==> config.mk <==
export PLATFORM = sky130hd
export DESIGN_NAME = tm1638_serial_responder
export DESIGN_NICKNAME = d
export VERILOG_FILES = /design/src/rtl/tm1638_pkg.sv /design/src/rtl/tm1638_input_sync.sv /design/src/rtl/tm1638_serial_responder.sv
export SDC_FILE = /design/constraint.sdc
export NUM_CORES = 1
export LEC_CHECK = 0
export BUFFER_PORTS_ARGS = -buffer_cell sky130_fd_sc_hd__buf_2
export CAP_MARGIN = 30
export CORE_MARGIN = 3
export CORE_UTILIZATION = 45
export DETAILED_ROUTE_END_ITERATION = 16
export PLACE_DENSITY = 0.73
export SLEW_MARGIN = 10
export SYNTH_ARGS = -nofsm -noshare
export SYNTH_HDL_FRONTEND = slang
export SYNTH_SLANG_ARGS = --single-unit
export TNS_END_PERCENT = 100
==> constraint.sdc <==
create_clock -name clk -period 4.78 [get_ports clk]
set_input_delay 0.239 -clock clk [delete_from_list [all_inputs] [get_ports clk]]
set_output_delay 0.239 -clock clk [all_outputs]
set_load 0.01 [all_outputs]
==> src/rtl/tm1638_pkg.sv <==
// Shared definitions for the TM1638 device-side responder: command fields,
// FSM state encoding and the key-word packing used on key-read commands.
package tm1638_pkg;

  localparam logic [1:0] CMD_DATA = 2'b01;
  localparam logic [1:0] CMD_DISP = 2'b10;
  localparam logic [1:0] CMD_ADDR = 2'b11;

  localparam int READ  = 1;
  localparam int FIXED = 2;

  localparam int ram_depth = 16;

  typedef enum logic [2:0] {
    IDLE,
    CMD,
    WDATA,
    RDATA,
    IGNORE
  } state_t;

  // Byte n of the key word carries key n in bit0 and key n+4 in bit4.
  function automatic logic [31:0] pack_keys(input logic [7:0] k);
    return {3'b000, k[7], 3'b000, k[3],
            3'b000, k[6], 3'b000, k[2],
            3'b000, k[5], 3'b000, k[1],
            3'b000, k[4], 3'b000, k[0]};
  endfunction

endpackage

==> src/rtl/tm1638_input_sync.sv <==
// Brings the host's STB/CLK/DIO into the clk domain and produces registered
// edge pulses for CLK and STB, aligned with a matching delayed DIO level.
module tm1638_input_sync #(
  parameter int sync_stages = 2
) (
  input  logic clk,
  input  logic rst,
  input  logic i_tm_stb,
  input  logic i_tm_clk,
  input  logic i_tm_dio,
  output logic o_stb,
  output logic o_dio,
  output logic o_clk_rise,
  output logic o_clk_fall,
  output logic o_stb_rise,
  output logic o_stb_fall
);

  logic [sync_stages-1:0] r_stb_sync;
  logic [sync_stages-1:0] r_clk_sync;
  logic [sync_stages-1:0] r_dio_sync;
  logic                   r_stb_prev;
  logic                   r_clk_prev;
  logic                   r_dio_d;
  logic                   r_clk_rise;
  logic                   r_clk_fall;
  logic                   r_stb_rise;
  logic                   r_stb_fall;

  logic w_stb;
  logic w_clk;
  logic w_dio;

  assign w_stb = r_stb_sync[sync_stages-1];
  assign w_clk = r_clk_sync[sync_stages-1];
  assign w_dio = r_dio_sync[sync_stages-1];

  // STB and CLK idle high on the bus, so they reset high to avoid a
  // phantom edge straight out of reset.
  always_ff @(posedge clk) begin
    if (!rst) begin
      r_stb_sync <= '1;
      r_clk_sync <= '1;
      r_dio_sync <= '0;
      r_stb_prev <= 1'b1;
      r_clk_prev <= 1'b1;
      r_dio_d    <= 1'b0;
      r_clk_rise <= 1'b0;
      r_clk_fall <= 1'b0;
      r_stb_rise <= 1'b0;
      r_stb_fall <= 1'b0;
    end else begin
      // NOTE: non-blocking assignments give every flop the pre-edge value of
      // its neighbour, which is exactly what a synchronizer chain needs.
      r_stb_sync <= (r_stb_sync << 1) | sync_stages'(i_tm_stb);
      r_clk_sync <= (r_clk_sync << 1) | sync_stages'(i_tm_clk);
      r_dio_sync <= (r_dio_sync << 1) | sync_stages'(i_tm_dio);
      r_stb_prev <= w_stb;
      r_clk_prev <= w_clk;
      r_dio_d    <= w_dio;
      r_clk_rise <= w_clk & ~r_clk_prev;
      r_clk_fall <= ~w_clk & r_clk_prev;
      r_stb_rise <= w_stb & ~r_stb_prev;
      r_stb_fall <= ~w_stb & r_stb_prev;
    end
  end

  assign o_stb      = w_stb;
  assign o_dio      = r_dio_d;
  assign o_clk_rise = r_clk_rise;
  assign o_clk_fall = r_clk_fall;
  assign o_stb_rise = r_stb_rise;
  assign o_stb_fall = r_stb_fall;

endmodule

==> src/rtl/tm1638_serial_responder.sv <==
// TM1638 device emulation: decodes host commands, holds the 16-byte display
// RAM, drives digit/LED/display-control outputs and returns key state.
module tm1638_serial_responder
  import tm1638_pkg::*;
#(
  parameter int w_digit     = 8,
  parameter int w_keys      = 8,
  parameter int sync_stages = 2
) (
  input  logic                 clk,
  input  logic                 rst,
  input  logic                 tm_stb,
  input  logic                 tm_clk,
  input  logic                 tm_dio_in,
  output logic                 tm_dio_out,
  output logic                 tm_dio_oe,
  input  logic [w_keys-1:0]    keys,
  output logic [w_digit*8-1:0] hex,
  output logic [w_digit-1:0]   led,
  output logic                 display_on,
  output logic [2:0]           brightness,
  output logic                 write_strobe
);

  logic w_stb_lvl;
  logic w_dio;
  logic w_clk_rise;
  logic w_clk_fall;
  logic w_stb_rise;
  logic w_stb_fall;

  tm1638_input_sync #(.sync_stages(sync_stages)) u_sync (
    .clk        (clk),
    .rst        (rst),
    .i_tm_stb   (tm_stb),
    .i_tm_clk   (tm_clk),
    .i_tm_dio   (tm_dio_in),
    .o_stb      (w_stb_lvl),
    .o_dio      (w_dio),
    .o_clk_rise (w_clk_rise),
    .o_clk_fall (w_clk_fall),
    .o_stb_rise (w_stb_rise),
    .o_stb_fall (w_stb_fall)
  );

  state_t           r_state;
  logic [2:0]       r_bit_cnt;
  logic [7:0]       r_shift;
  logic [3:0]       r_addr;
  logic             r_fixed;
  logic [31:0]      r_key_word;
  logic [5:0]       r_rd_idx;
  logic [7:0]       r_ram [ram_depth];
  logic             r_dio_out;
  logic             r_dio_oe;
  logic             r_disp_on;
  logic [2:0]       r_bright;
  logic             r_wstb;
  logic [w_digit*8-1:0] r_hex;
  logic [w_digit-1:0]   r_led;

  logic [7:0]           w_keys8;
  logic [31:0]          w_key_word;
  logic [7:0]           w_byte;
  logic                 w_rise;
  logic [w_digit*8-1:0] w_hex_next;
  logic [w_digit-1:0]   w_led_next;

  // NOTE: always_comb assigns a default before the partial overwrite so no
  // path leaves w_keys8 unassigned and no latch is inferred.
  always_comb begin
    w_keys8              = '0;
    w_keys8[w_keys-1:0]  = keys;
  end

  assign w_key_word = pack_keys(w_keys8);
  assign w_byte     = {w_dio, r_shift[7:1]};
  // Host clock rises only count while the strobe is still held low.
  assign w_rise     = w_clk_rise & ~w_stb_lvl;

  always_ff @(posedge clk) begin
    if (!rst) begin
      r_state    <= IDLE;
      r_bit_cnt  <= '0;
      r_shift    <= '0;
      r_addr     <= '0;
      r_fixed    <= 1'b0;
      r_key_word <= '0;
      r_rd_idx   <= '0;
      // NOTE: the display RAM is reset because the outputs mirror it every
      // cycle; a stale RAM would reappear on hex/led right after reset.
      r_ram      <= '{default: '0};
      r_dio_out  <= 1'b0;
      r_dio_oe   <= 1'b0;
      r_disp_on  <= 1'b0;
      r_bright   <= '0;
      r_wstb     <= 1'b0;
    end else begin
      r_wstb <= 1'b0;
      if (w_stb_rise) begin
        r_state   <= IDLE;
        r_bit_cnt <= '0;
        r_dio_oe  <= 1'b0;
        r_dio_out <= 1'b0;
      end else if (w_stb_fall) begin
        // A clock rise coinciding with the strobe fall becomes bit 0.
        r_state   <= CMD;
        r_bit_cnt <= w_rise ? 3'd1 : 3'd0;
        if (w_rise)
          r_shift <= w_byte;
      end else begin
        case (r_state)
          CMD, WDATA: begin
            if (w_rise) begin
              r_shift   <= w_byte;
              r_bit_cnt <= r_bit_cnt + 3'd1;
              if (r_bit_cnt == 3'd7) begin
                if (r_state == CMD) begin
                  case (w_byte[7:6])
                    CMD_DATA: begin
                      r_fixed <= w_byte[FIXED];
                      if (w_byte[READ]) begin
                        r_key_word <= w_key_word;
                        r_rd_idx   <= '0;
                        r_state    <= RDATA;
                      end else begin
                        r_state <= IGNORE;
                      end
                    end
                    CMD_DISP: begin
                      r_disp_on <= w_byte[3];
                      r_bright  <= w_byte[2:0];
                      r_state   <= IGNORE;
                    end
                    CMD_ADDR: begin
                      r_addr  <= w_byte[3:0];
                      r_state <= WDATA;
                    end
                    default: r_state <= IGNORE;
                  endcase
                end else begin
                  r_ram[r_addr] <= w_byte;
                  r_wstb        <= 1'b1;
                  if (!r_fixed)
                    r_addr <= r_addr + 4'd1;
                end
              end
            end
          end
          RDATA: begin
            if (w_clk_fall) begin
              r_dio_oe <= 1'b1;
              if (r_rd_idx[5]) begin
                r_dio_out <= 1'b0;
              end else begin
                r_dio_out <= r_key_word[r_rd_idx[4:0]];
                r_rd_idx  <= r_rd_idx + 6'd1;
              end
            end
          end
          default: ;
        endcase
      end
    end
  end

  for (genvar k = 0; k < w_digit; k++) begin : g_digit
    assign w_hex_next[8*k +: 8] = r_ram[2*k];
    assign w_led_next[k]        = r_ram[2*k+1][0];
  end

  always_ff @(posedge clk) begin
    if (!rst) begin
      r_hex <= '0;
      r_led <= '0;
    end else begin
      r_hex <= w_hex_next;
      r_led <= w_led_next;
    end
  end

  assign tm_dio_out   = r_dio_out;
  assign tm_dio_oe    = r_dio_oe;
  assign hex          = r_hex;
  assign led          = r_led;
  assign display_on   = r_disp_on;
  assign brightness   = r_bright;
  assign write_strobe = r_wstb;

endmodule

==> qor.csv <==
metric;value;unit
status;finished, final reports clean;
Data required, critical path;5.06;ns
Post-synth top cells;dfxtp_1, nand2_1, mux2i_1;
Hold Path End;u_sync.r_dio_sync[0];
EDFF count, synth;0;
max-slew violations;0;
unrepaired setup endpoints after global routing;false;
Leak Pwr;3.97;nW
main flop type after synthesis;dfxtp_1;
Inserted Clock Buffers;17;
Async S/R FF share, synth;0;%
DRC viols;0;
Place WS;2.50;ns
Yosys reg bits;196;
# rows;43;
layout cells sized above 1;18.4;%
Via density;5.00;
Max Fclk;426;MHz
hold path cells;2;
Die Span Y;127;microns
Sink Count;196;
dominant cells by area after synthesis;dfxtp_1, mux2i_1, nand2_1;
Synth top area share;59.5;%
placed cell count;889;
fin crit share;49.1;%
vias in the first global route;4584;
VDD IR-drop max;0.207;mV
most common cell in the netlist;dfxtp_1;
Ports;92;
crit start category;register;
die span in x;127;microns
area delta synth->final;17.6;%
PwrDens;390;nW/um^2
first-pass GRT wire length;22.0;mm
port bufs;91;
total track usage;17.0;%
setup violators final;0;
1st-iter DRT viols;277;
synthesized area per cell;10.2;sq um
CTS clk-pin slew, worst paths;0.07;ns
Cell Count, Final, Fillers Out;923;
# H-tree levels;4;
root buffer cell;clkbuf_16;
# diodes;0;
DR pass1 iterations;5;
final hold viol count;0;
initial antenna violation count;0;
Synth Net Count;668;
Worst-Margin Slew;0.898;ns
routability cong.;0.886;
r2r endpoint;r_key_word[16];
final worst setup slack;2.43;ns
reg-to-reg startpoint;r_state[1];
post-synthesis sequential area ratio;59.5;%
synth warn;0;
Longest Clk Path Bufs;2;
clk_lat worst skew;0.43;ns
Worst Setup Path Type;register to register;
crit path DAT;2.62;ns
Reg2Reg Setup Slack;2.43;ns
WL final;13.4;mm
largest net degree at the start of global routing;63;
DRT antenna net count;0;
min Tclk post-route;2.35;ns
final hold slack;0.0252;ns
FF-to-FF path depth;4;
Syn Std Cell Area;6600;sq um
layout net count;750;
Final Power;3.02;mW
worst-path fanout max;16;
# resized after CTS;0;
Die ar.;16100;sq um
Fin Setup TNS;0;ns
post-detail-place hpwl;8.94;mm
Post-Syn Instances;648;
Initial Util;46.8;%
Hold Path Class;input port to register;
max cap viols;0;
final clock skew;0.0173;ns
area leader, netlist;dfxtp_1;
hold_sp;tm_dio_in;
Yosys cell types;45;
vias post-DR;4614;
element type at the critical path end;register;
CTS tree;done;
gr ovfl total;0;
Avg WL per Cell;14.5;microns
Core Box Area;14100;sq um
Rel. slew slack;39.9;%
cell usage in the layout, fill, tap and decap left out, types with 7 or more instances in the layout:
master / n
nand2_1: 106
nor2_1: 14
o21ai_0: 27
nand4_1: 9
clkbuf_16: 17
and2_1: 21
dfxtp_1: 196
buf_2: 90
nand3_1: 19
mux2i_1: 70
nor2b_1: 7
a21oi_1: 11
ha_1: 7
inv_1: 63
nand2b_1: 12
state kept, by name, summed over array words and instances (netlist names), 2 cells and up:
name and flops:
r_key_word 8, r_addr 4, brightness 3, r_state 3, led 8, hex 64, u_sync.r_stb_sync 2, r_ram 72
r_rd_idx 6, r_shift 7, u_sync.r_dio_sync 2, r_bit_cnt 3, u_sync.r_clk_sync 2
power breakdown:
group          switching, mW  internal, mW  total [mW]
clock                  0.649         0.692        1.34
sequential           0.00622          1.64        1.64
combinational         0.0270        0.0140      0.0410
total                  0.682          2.34        3.02
metrics by stage:
stage / util (%) / cell area, sq um
2_1_floorplan: - / 6600
3_3_place_gp: 50.7 / 7150
3_5_place_dp: 50.8 / 7170
4_1_cts: 55.0 / 7760
5_1_grt: 55.0 / 7760
6_report: 55.0 / 7760
cells by family after synthesis:
kind of cell	Yosys count	share of synthesized area, %
and+or+nand+nor	218	16.7
DFF	196	59.5
buffers and inverters	94	5.60
muxes	73	11.5
AOI/OAI and AO/OA	60	5.43
adders and majority gates	7	1.33
worst max path at each step:
stage / startpoint / to / cells after the start
2_1_floorplan: r_bit_cnt[0] / r_ram[122] / 7
3_3_place_gp: rst / r_ram[72] / 3
3_5_place_dp: r_state[1] / r_key_word[16] / 4
4_1_cts: r_state[1] / r_key_word[16] / 4
5_1_grt: r_state[1] / r_key_word[20] / 4
6_report: r_state[1] / r_key_word[16] / 4
worst max-delay path, stage by stage (launching register included):
cell and delay, ns:
dfxtp_1 0.45, nor3b_2 0.73, nand4_1 0.64, nand3_1 0.26, o21ai_0 0.12
what timing repair did:
item                                   4_1_cts  5_1_grt
endpoints found under the hold margin        2        0
setup endpoints to repair                    0        0
hold buffers                                 2        0
setup buffers                                0        0
routing by layer:
layer	global-route usage (%)	vias up	wire, microns
li1	-	2298	-
met1	21.3	2148	5970
met2	27.6	145	6390
met3	5.06	23	792
met4	7.13	0	223
met5	0	-	0
cell type report:
| type | count | area, sq um |
|---|---|---|
| Multi-Input combinational cell | 358 | 2300 |
| Clock buffer | 18 | 429 |
| Inverter | 63 | 236 |
| Tap cell | 180 | 225 |
| Timing Repair Buffer | 94 | 498 |
| Fill cell | 1218 | 6340 |
| Sequential cell | 196 | 3920 |
| Clock inverter | 14 | 143 |
Note: power is estimated with default switching activity, not from simulation.
